--- src/rtl/awsr_pkg.sv ---
// Shared radar-datapath definitions: pulse sequencer state encoding,
// bus widths and clock-derived cycle limits.
package awsr_pkg;

    // Pulse sequencer control states.
    typedef enum logic [1:0] {
        IDLE     = 2'd0,
        WAIT_PPS = 2'd1,
        RUN      = 2'd2
    } pseq_state_t;

    localparam int PSEQ_ADDR_W = 32'd14;
    localparam int PSEQ_PRI_W  = 32'd24;
    localparam int PSEQ_CNT_W  = 32'd16;

    // ref_clk frequency and a 10 us bound for PPS-related waits.
    localparam int unsigned CLKF               = 32'd215_040_000;
    localparam int unsigned PSEQ_PPS_LIMIT_CYC = CLKF / 32'd100_000;

endpackage

--- src/rtl/pulse_sequencer.sv ---
// Transmit pulse scheduler: after arm, plays the waveform memory a set number
// of times at a fixed PRI, driving the DAC address and TX/RX gates.
// Optional PPS alignment of the first pulse is built when the macro
// PULSE_SEQUENCER_PPS_EN is defined; otherwise start_on_pps and pps are ignored.
module pulse_sequencer
    import awsr_pkg::*;
#(
    parameter int ADDR_W = PSEQ_ADDR_W,
    parameter int PRI_W  = PSEQ_PRI_W,
    parameter int CNT_W  = PSEQ_CNT_W
) (
    input  logic              clk,
    input  logic              srst,
    input  logic              arm,
    input  logic              start_on_pps,
    input  logic              pps,
    input  logic [ADDR_W-1:0] cfg_wave_len,
    input  logic [PRI_W-1:0]  cfg_pri,
    input  logic [CNT_W-1:0]  cfg_npulses,
    output logic [ADDR_W-1:0] dac_addr,
    output logic              tx_gate,
    output logic              rx_gate,
    output logic              pulse_start,
    output logic [CNT_W-1:0]  pulse_idx,
    output logic              busy,
    output logic              done,
    output logic              cfg_err
);

    localparam logic [PRI_W-1:0] PRI_ONE = {{(PRI_W-1){1'b0}}, 1'b1};
    localparam logic [CNT_W-1:0] CNT_ONE = {{(CNT_W-1){1'b0}}, 1'b1};

    pseq_state_t       state_r, state_s;
    logic [PRI_W-1:0]  pri_cnt_r, pri_cnt_s;
    logic [ADDR_W-1:0] wave_len_r, wave_len_s;
    logic [PRI_W-1:0]  pri_eff_r, pri_eff_s;
    logic [CNT_W-1:0]  npulses_r, npulses_s;
    logic [CNT_W-1:0]  pulse_idx_s;
    logic              arm_block_r, arm_block_s;
    logic [PRI_W-1:0]  cfg_wave_ext_s;
    logic [PRI_W-1:0]  cfg_pri_eff_s;
    logic [PRI_W-1:0]  run_wave_ext_s;
    logic              last_pulse_s;
    logic [ADDR_W-1:0] dac_addr_s;
    logic              tx_gate_s;
    logic              rx_gate_s;
    logic              pulse_start_s;
    logic              busy_s;
    logic              done_s;
    logic              cfg_err_s;

`ifndef PULSE_SEQUENCER_PPS_EN
    // PPS inputs stay on the port list but have no function in this build.
    logic unused_pps_s;
    assign unused_pps_s = start_on_pps ^ pps;
`endif

    // Next-state, counter and next-output computation for the sequencer.
    always_comb begin
        state_s        = state_r;
        pri_cnt_s      = pri_cnt_r;
        wave_len_s     = wave_len_r;
        pri_eff_s      = pri_eff_r;
        npulses_s      = npulses_r;
        pulse_idx_s    = pulse_idx;
        done_s         = 1'b0;
        cfg_err_s      = 1'b0;
        // A rejected or completed arm must be released before it counts again.
        if (!arm) begin
            arm_block_s = 1'b0;
        end else begin
            arm_block_s = arm_block_r;
        end

        // The clamp keeps at least one listen cycle in every PRI.
        cfg_wave_ext_s = {{(PRI_W-ADDR_W){1'b0}}, cfg_wave_len};
        if (cfg_pri > cfg_wave_ext_s) begin
            cfg_pri_eff_s = cfg_pri;
        end else begin
            cfg_pri_eff_s = cfg_wave_ext_s + PRI_ONE;
        end
        last_pulse_s = (npulses_r != {CNT_W{1'b0}}) && (pulse_idx == (npulses_r - CNT_ONE));

        case (state_r)
            IDLE: begin
                if (!arm || arm_block_r) begin
                    state_s = IDLE;
                end else if (cfg_wave_len == {ADDR_W{1'b0}}) begin
                    cfg_err_s   = 1'b1;
                    arm_block_s = 1'b1;
                end else begin
                    wave_len_s = cfg_wave_len;
                    pri_eff_s  = cfg_pri_eff_s;
                    npulses_s  = cfg_npulses;
`ifdef PULSE_SEQUENCER_PPS_EN
                    if (start_on_pps) begin
                        state_s = WAIT_PPS;
                    end else begin
                        state_s     = RUN;
                        pri_cnt_s   = {PRI_W{1'b0}};
                        pulse_idx_s = {CNT_W{1'b0}};
                    end
`else
                    state_s     = RUN;
                    pri_cnt_s   = {PRI_W{1'b0}};
                    pulse_idx_s = {CNT_W{1'b0}};
`endif
                end
            end
            WAIT_PPS: begin
`ifdef PULSE_SEQUENCER_PPS_EN
                if (!arm) begin
                    state_s = IDLE;
                end else if (pps) begin
                    state_s     = RUN;
                    pri_cnt_s   = {PRI_W{1'b0}};
                    pulse_idx_s = {CNT_W{1'b0}};
                end else begin
                    state_s = WAIT_PPS;
                end
`else
                state_s = IDLE;
`endif
            end
            RUN: begin
                if (pri_cnt_r == (pri_eff_r - PRI_ONE)) begin
                    if (last_pulse_s || !arm) begin
                        state_s     = IDLE;
                        done_s      = 1'b1;
                        pri_cnt_s   = {PRI_W{1'b0}};
                        arm_block_s = arm;
                    end else begin
                        pri_cnt_s   = {PRI_W{1'b0}};
                        pulse_idx_s = pulse_idx + CNT_ONE;
                    end
                end else begin
                    pri_cnt_s = pri_cnt_r + PRI_ONE;
                end
            end
            default: begin
                state_s = IDLE;
            end
        endcase

        // Outputs are derived from the next counter value so they can be registered.
        run_wave_ext_s = {{(PRI_W-ADDR_W){1'b0}}, wave_len_s};
        if (state_s == RUN) begin
            tx_gate_s     = (pri_cnt_s < run_wave_ext_s);
            rx_gate_s     = !tx_gate_s;
            pulse_start_s = (pri_cnt_s == {PRI_W{1'b0}});
            if (tx_gate_s) begin
                dac_addr_s = pri_cnt_s[ADDR_W-1:0];
            end else begin
                dac_addr_s = {ADDR_W{1'b0}};
            end
        end else begin
            tx_gate_s     = 1'b0;
            rx_gate_s     = 1'b0;
            pulse_start_s = 1'b0;
            dac_addr_s    = {ADDR_W{1'b0}};
        end
        busy_s = (state_s != IDLE);
    end

    // State, latched configuration, counters and registered outputs.
    always_ff @(posedge clk) begin
        if (srst) begin
            state_r     <= IDLE;
            pri_cnt_r   <= {PRI_W{1'b0}};
            wave_len_r  <= {ADDR_W{1'b0}};
            pri_eff_r   <= {PRI_W{1'b0}};
            npulses_r   <= {CNT_W{1'b0}};
            arm_block_r <= 1'b0;
            pulse_idx   <= {CNT_W{1'b0}};
            dac_addr    <= {ADDR_W{1'b0}};
            tx_gate     <= 1'b0;
            rx_gate     <= 1'b0;
            pulse_start <= 1'b0;
            busy        <= 1'b0;
            done        <= 1'b0;
            cfg_err     <= 1'b0;
        end else begin
            state_r     <= state_s;
            pri_cnt_r   <= pri_cnt_s;
            wave_len_r  <= wave_len_s;
            pri_eff_r   <= pri_eff_s;
            npulses_r   <= npulses_s;
            arm_block_r <= arm_block_s;
            pulse_idx   <= pulse_idx_s;
            dac_addr    <= dac_addr_s;
            tx_gate     <= tx_gate_s;
            rx_gate     <= rx_gate_s;
            pulse_start <= pulse_start_s;
            busy        <= busy_s;
            done        <= done_s;
            cfg_err     <= cfg_err_s;
        end
    end

endmodule

--- config.mk ---
export PLATFORM = sky130hd
export DESIGN_NAME = pulse_sequencer
export DESIGN_NICKNAME = d
export VERILOG_FILES = /design/src/rtl/awsr_pkg.sv /design/src/rtl/pulse_sequencer.sv
export SDC_FILE = /design/constraint.sdc
export NUM_CORES = 1
export LEC_CHECK = 0
export ABC_AREA = 1
export BUFFER_PORTS_ARGS = -buffer_cell sky130_fd_sc_hd__buf_2
export CORE_MARGIN = 5
export CORE_UTILIZATION = 46
export DETAILED_ROUTE_END_ITERATION = 7
export GPL_TIMING_DRIVEN = 0
export HOLD_SLACK_MARGIN = 0.15
export PLACE_DENSITY = 0.65
export SLEW_MARGIN = 20
export SYNTH_ARGS = -nofsm -noshare
export SYNTH_HDL_FRONTEND = slang
export SYNTH_SLANG_ARGS = --single-unit
--- constraint.sdc ---
create_clock -name clk -period 3.95 [get_ports clk]
set_clock_uncertainty 0.15 [all_clocks]
set_input_delay 0.1975 -clock clk [delete_from_list [all_inputs] [get_ports clk]]
set_output_delay 0.1975 -clock clk [all_outputs]
set_load 0.02 [all_outputs]
==> metrics.csv <==
metric,value,unit
outcome,completed,
sequential element share of the synthesized area,29.9,%
Post-route DRC,0,
chip width,140,um
Pwr per Cell Area,355,nW/um2
via density per instance,5.17,
Max Slew Vio Count,0,
stages on the worst setup path,28,
via count,8215,
clock-pin slew on the worst setup and hold paths,0.06,ns
"Area growth, synth to finish",25.4,%
antenna fix cells,0,
Final HPWL DP,18100,um
Clock Path Buffers,2,
Leak,0.00445,uW
Worst Tran Pin Value,0.656,ns
Max VDD drop,0.000313,V
Yosys reg bits,117,
"Cell Area, Synth",7830,um2
die height,140,um
area of the core,16600,um2
I/O pins,95,
Clock Root Buffer,clkbuf_16,
# rows,47,
DP Cell Count,1496,
Pwr Total,3480,uW
drt wl/cell,15.1,um
WS Path Type,flip-flop to flip-flop,
final worst setup slack,0.249,ns
WHS Path Cells,5,
nature of the critical path endpoint,flip-flop,
CTS Buf Count,17,
RSZ-0062 raised after global routing,no,
DRT iter0 DRCs,555,
Hold Path Class,input pin to flip-flop,
Tot GR Track Use,24.4,%
syn_area_per_cell,6.60,um2
final core utilization,59.0,%
antenna-violating nets left,0,
TritonCTS clock tree,done,
IO buf count,90,
initial antenna violation count,0,
Fmax,270,MHz
DIE AREA,19700,um2
nets,1448,
Skew-Pair Late Insertion Delay,0.43,ns
Most Frequent Cell on Critical Path,nand2_1,
reg2reg path depth,28,
Critical Path Fanout Max,11,
Max H-tree Level,4,
cell family with most CP delay,simple AND/OR/NAND/NOR gates,
final cycle utilization of the critical path,93.7,%
combined flip-flop and latch cell area,2340,um2
Post-Place Worst Slack,-0.420,ns
non-filler instance count after layout,1589,
Critical-path top delay cell,dfxtp_2,
GR Overflow Total,0,
Initial Utilization,47.0,%
Critical Path AT,3.92,ns
CP max stage delay,0.36,ns
post-synthesis cell type count,48,
vias in the first global route,7844,
share of post-route cells with drive strength above 1,14.4,%
Max Cap Violations,0,
Clock Sinks,117,
first-pass GRT wire length,38800,um
YS warnings,0,
ys flop type,dfxtp_1,
Synth async-reset ratio,0,%
hold violation count in the final report,0,
post-layout min period,3.70,ns
largest net degree at the start of global routing,17,
filler instances,1614,
crit path launch type,flip-flop,
DR pass1 iterations,6,
Setup-failing EPs final,0,
syn_nets,1278,
number of synthesized flops with an enable pin,0,
Multi-input gate area,4880,um2
Syn Inst Count,1186,
WP buf/inv,6,
routability cong.,0.901,
Post-Route WL,23900,um
"Data required, critical path",4.17,ns
max_slew headroom,56.3,%
R2R Setup Slk,0.25,ns
==> kinds of logic (layout without fill, tap and decap cells) <==
family / Yosys count / count (layout) / synth area share [%]
AOI/OAI and AO/OA: 171 / 171 / 12.5
xor gates and xnor gates: 71 / 71 / 7.95
adders and majority gates: 33 / 33 / 5.28
buffers and inverters: 173 / 356 / 8.71
DFF: 117 / 117 / 29.9
other: 1 / 1 / 0.0479
and+or+nand+nor: 620 / 620 / 35.6
==> state kept, by name, indices dropped and copies added, names as in the netlist <==
register / cells
pri_cnt_r: 24
npulses_r: 16
arm_block_r: 1
busy: 1
done: 1
state_r: 2
pri_eff_r: 24
pulse_start: 1
rx_gate: 1
tx_gate: 1
pulse_idx: 16
cfg_err: 1
wave_len_r: 14
dac_addr: 14
==> worst register-to-register path, delay by kind of cell (launching register included) <==
family                   cells  cell delay (ns)
AO/OA/AOI/OAI                4             0.60
buffers and inverters        6             0.48
flip-flops                   1             0.36
AND/OR/NAND/NOR             16             1.46
adder cells (fa/ha/maj)      2             0.57
==> per-layer routing <==
metal | wire (um) | vias to the layer above | global-route usage (%) | part of all wire (%)
met5 | 0 | - | 0 | 0
met1 | 10400 | 3719 | 29.4 | 44
li1 | - | 4205 | - | -
met4 | 739 | 0 | 10.5 | 3.1
met3 | 1260 | 56 | 4.57 | 5.3
met2 | 11500 | 235 | 42.3 | 48
==> cells in the final DEF, fill, tap and decap left out, drive strengths merged, types with 4 or more instances in the layout <==
| cell | n |
|---|---|
| a21oi | 56 |
| a31oi | 10 |
| buf | 108 |
| clkbuf | 55 |
| clkinv | 9 |
| clkinvlp | 4 |
| dfxtp | 117 |
| dlygate4sd3 | 55 |
| ha | 33 |
| inv | 123 |
| nand2 | 279 |
| nand3 | 78 |
| nand3b | 9 |
| nand4 | 21 |
| nor2 | 193 |
| nor3 | 23 |
| nor4 | 11 |
| o211ai | 14 |
| o21ai | 69 |
| or2 | 4 |
| xnor2 | 18 |
| xor2 | 53 |
==> where the power goes <==
| part | internal, uW | switching [uW] | total [uW] |
|---|---|---|---|
| Combinational | 265 | 418 | 684 |
| Clock | 942 | 591 | 1530 |
| Sequential | 1220 | 44.2 | 1270 |
| Total | 2430 | 1050 | 3480 |
==> final timing paths <==
path / startpoint / to
worst max-delay path: pri_eff_r[0]$_SDFFE_PP0P_ / dac_addr[13]$_SDFF_PP0_
worst min-delay path: cfg_wave_len[3] / wave_len_r[3]$_SDFF_PP0_
worst max register to register: pri_eff_r[0]$_SDFFE_PP0P_ / dac_addr[13]$_SDFF_PP0_
worst min register to register: pri_eff_r[1]$_SDFFE_PP0P_ / pri_eff_r[1]$_SDFFE_PP0P_
==> cells in the mapped netlist (all sizes together) (10+ instances only) <==
library cell,count,area (um2)
a31oi,10,62.6
nand4,21,131
o211ai,14,105
nor2,193,882
nor4,11,75.1
buf,11,72.6
clkbuf,36,135
o21ai,69,357
inv,123,462
xor2,53,464
a21oi,56,280
xnor2,18,158
nor3,23,120
dfxtp,117,2340
nand2,279,1070
ha,33,413
nand3,78,408
==> area by class of cell <==
type                    count  share of cell area, %
plain buffers              44                   1.95
clock buffers              20                   4.55
clock inverters            12                   1.34
inverters                 126                   4.83
multi-input cells         896                   49.7
flip-flops and latches    117                   23.9
well taps                 220                   2.81
repair buffers            154                   10.9
==> timing repair <==
item                                    4_1_cts  5_1_grt
buffers inserted                              2        7
gates resized for setup                       8       17
endpoints found under the hold margin        50        0
pin swaps                                     3        8
endpoints found under the setup margin       16       16
hold buffers                                 55        0
gates cloned                                  0        0
==> through the flow <==
step | hold slack (ns) | setup TNS, ns | cell area (um2)
after floorplan | 0.182 | 0 | 7830
after global placement | 0.276 | -5.70 | 8550
after detailed placement | 0.284 | -5.73 | 8550
after CTS | 0.156 | 0 | 9730
after global routing | 0.192 | 0 | 9810
final | 0.150 | 0 | 9810
Power figures use the tool's default switching activity.
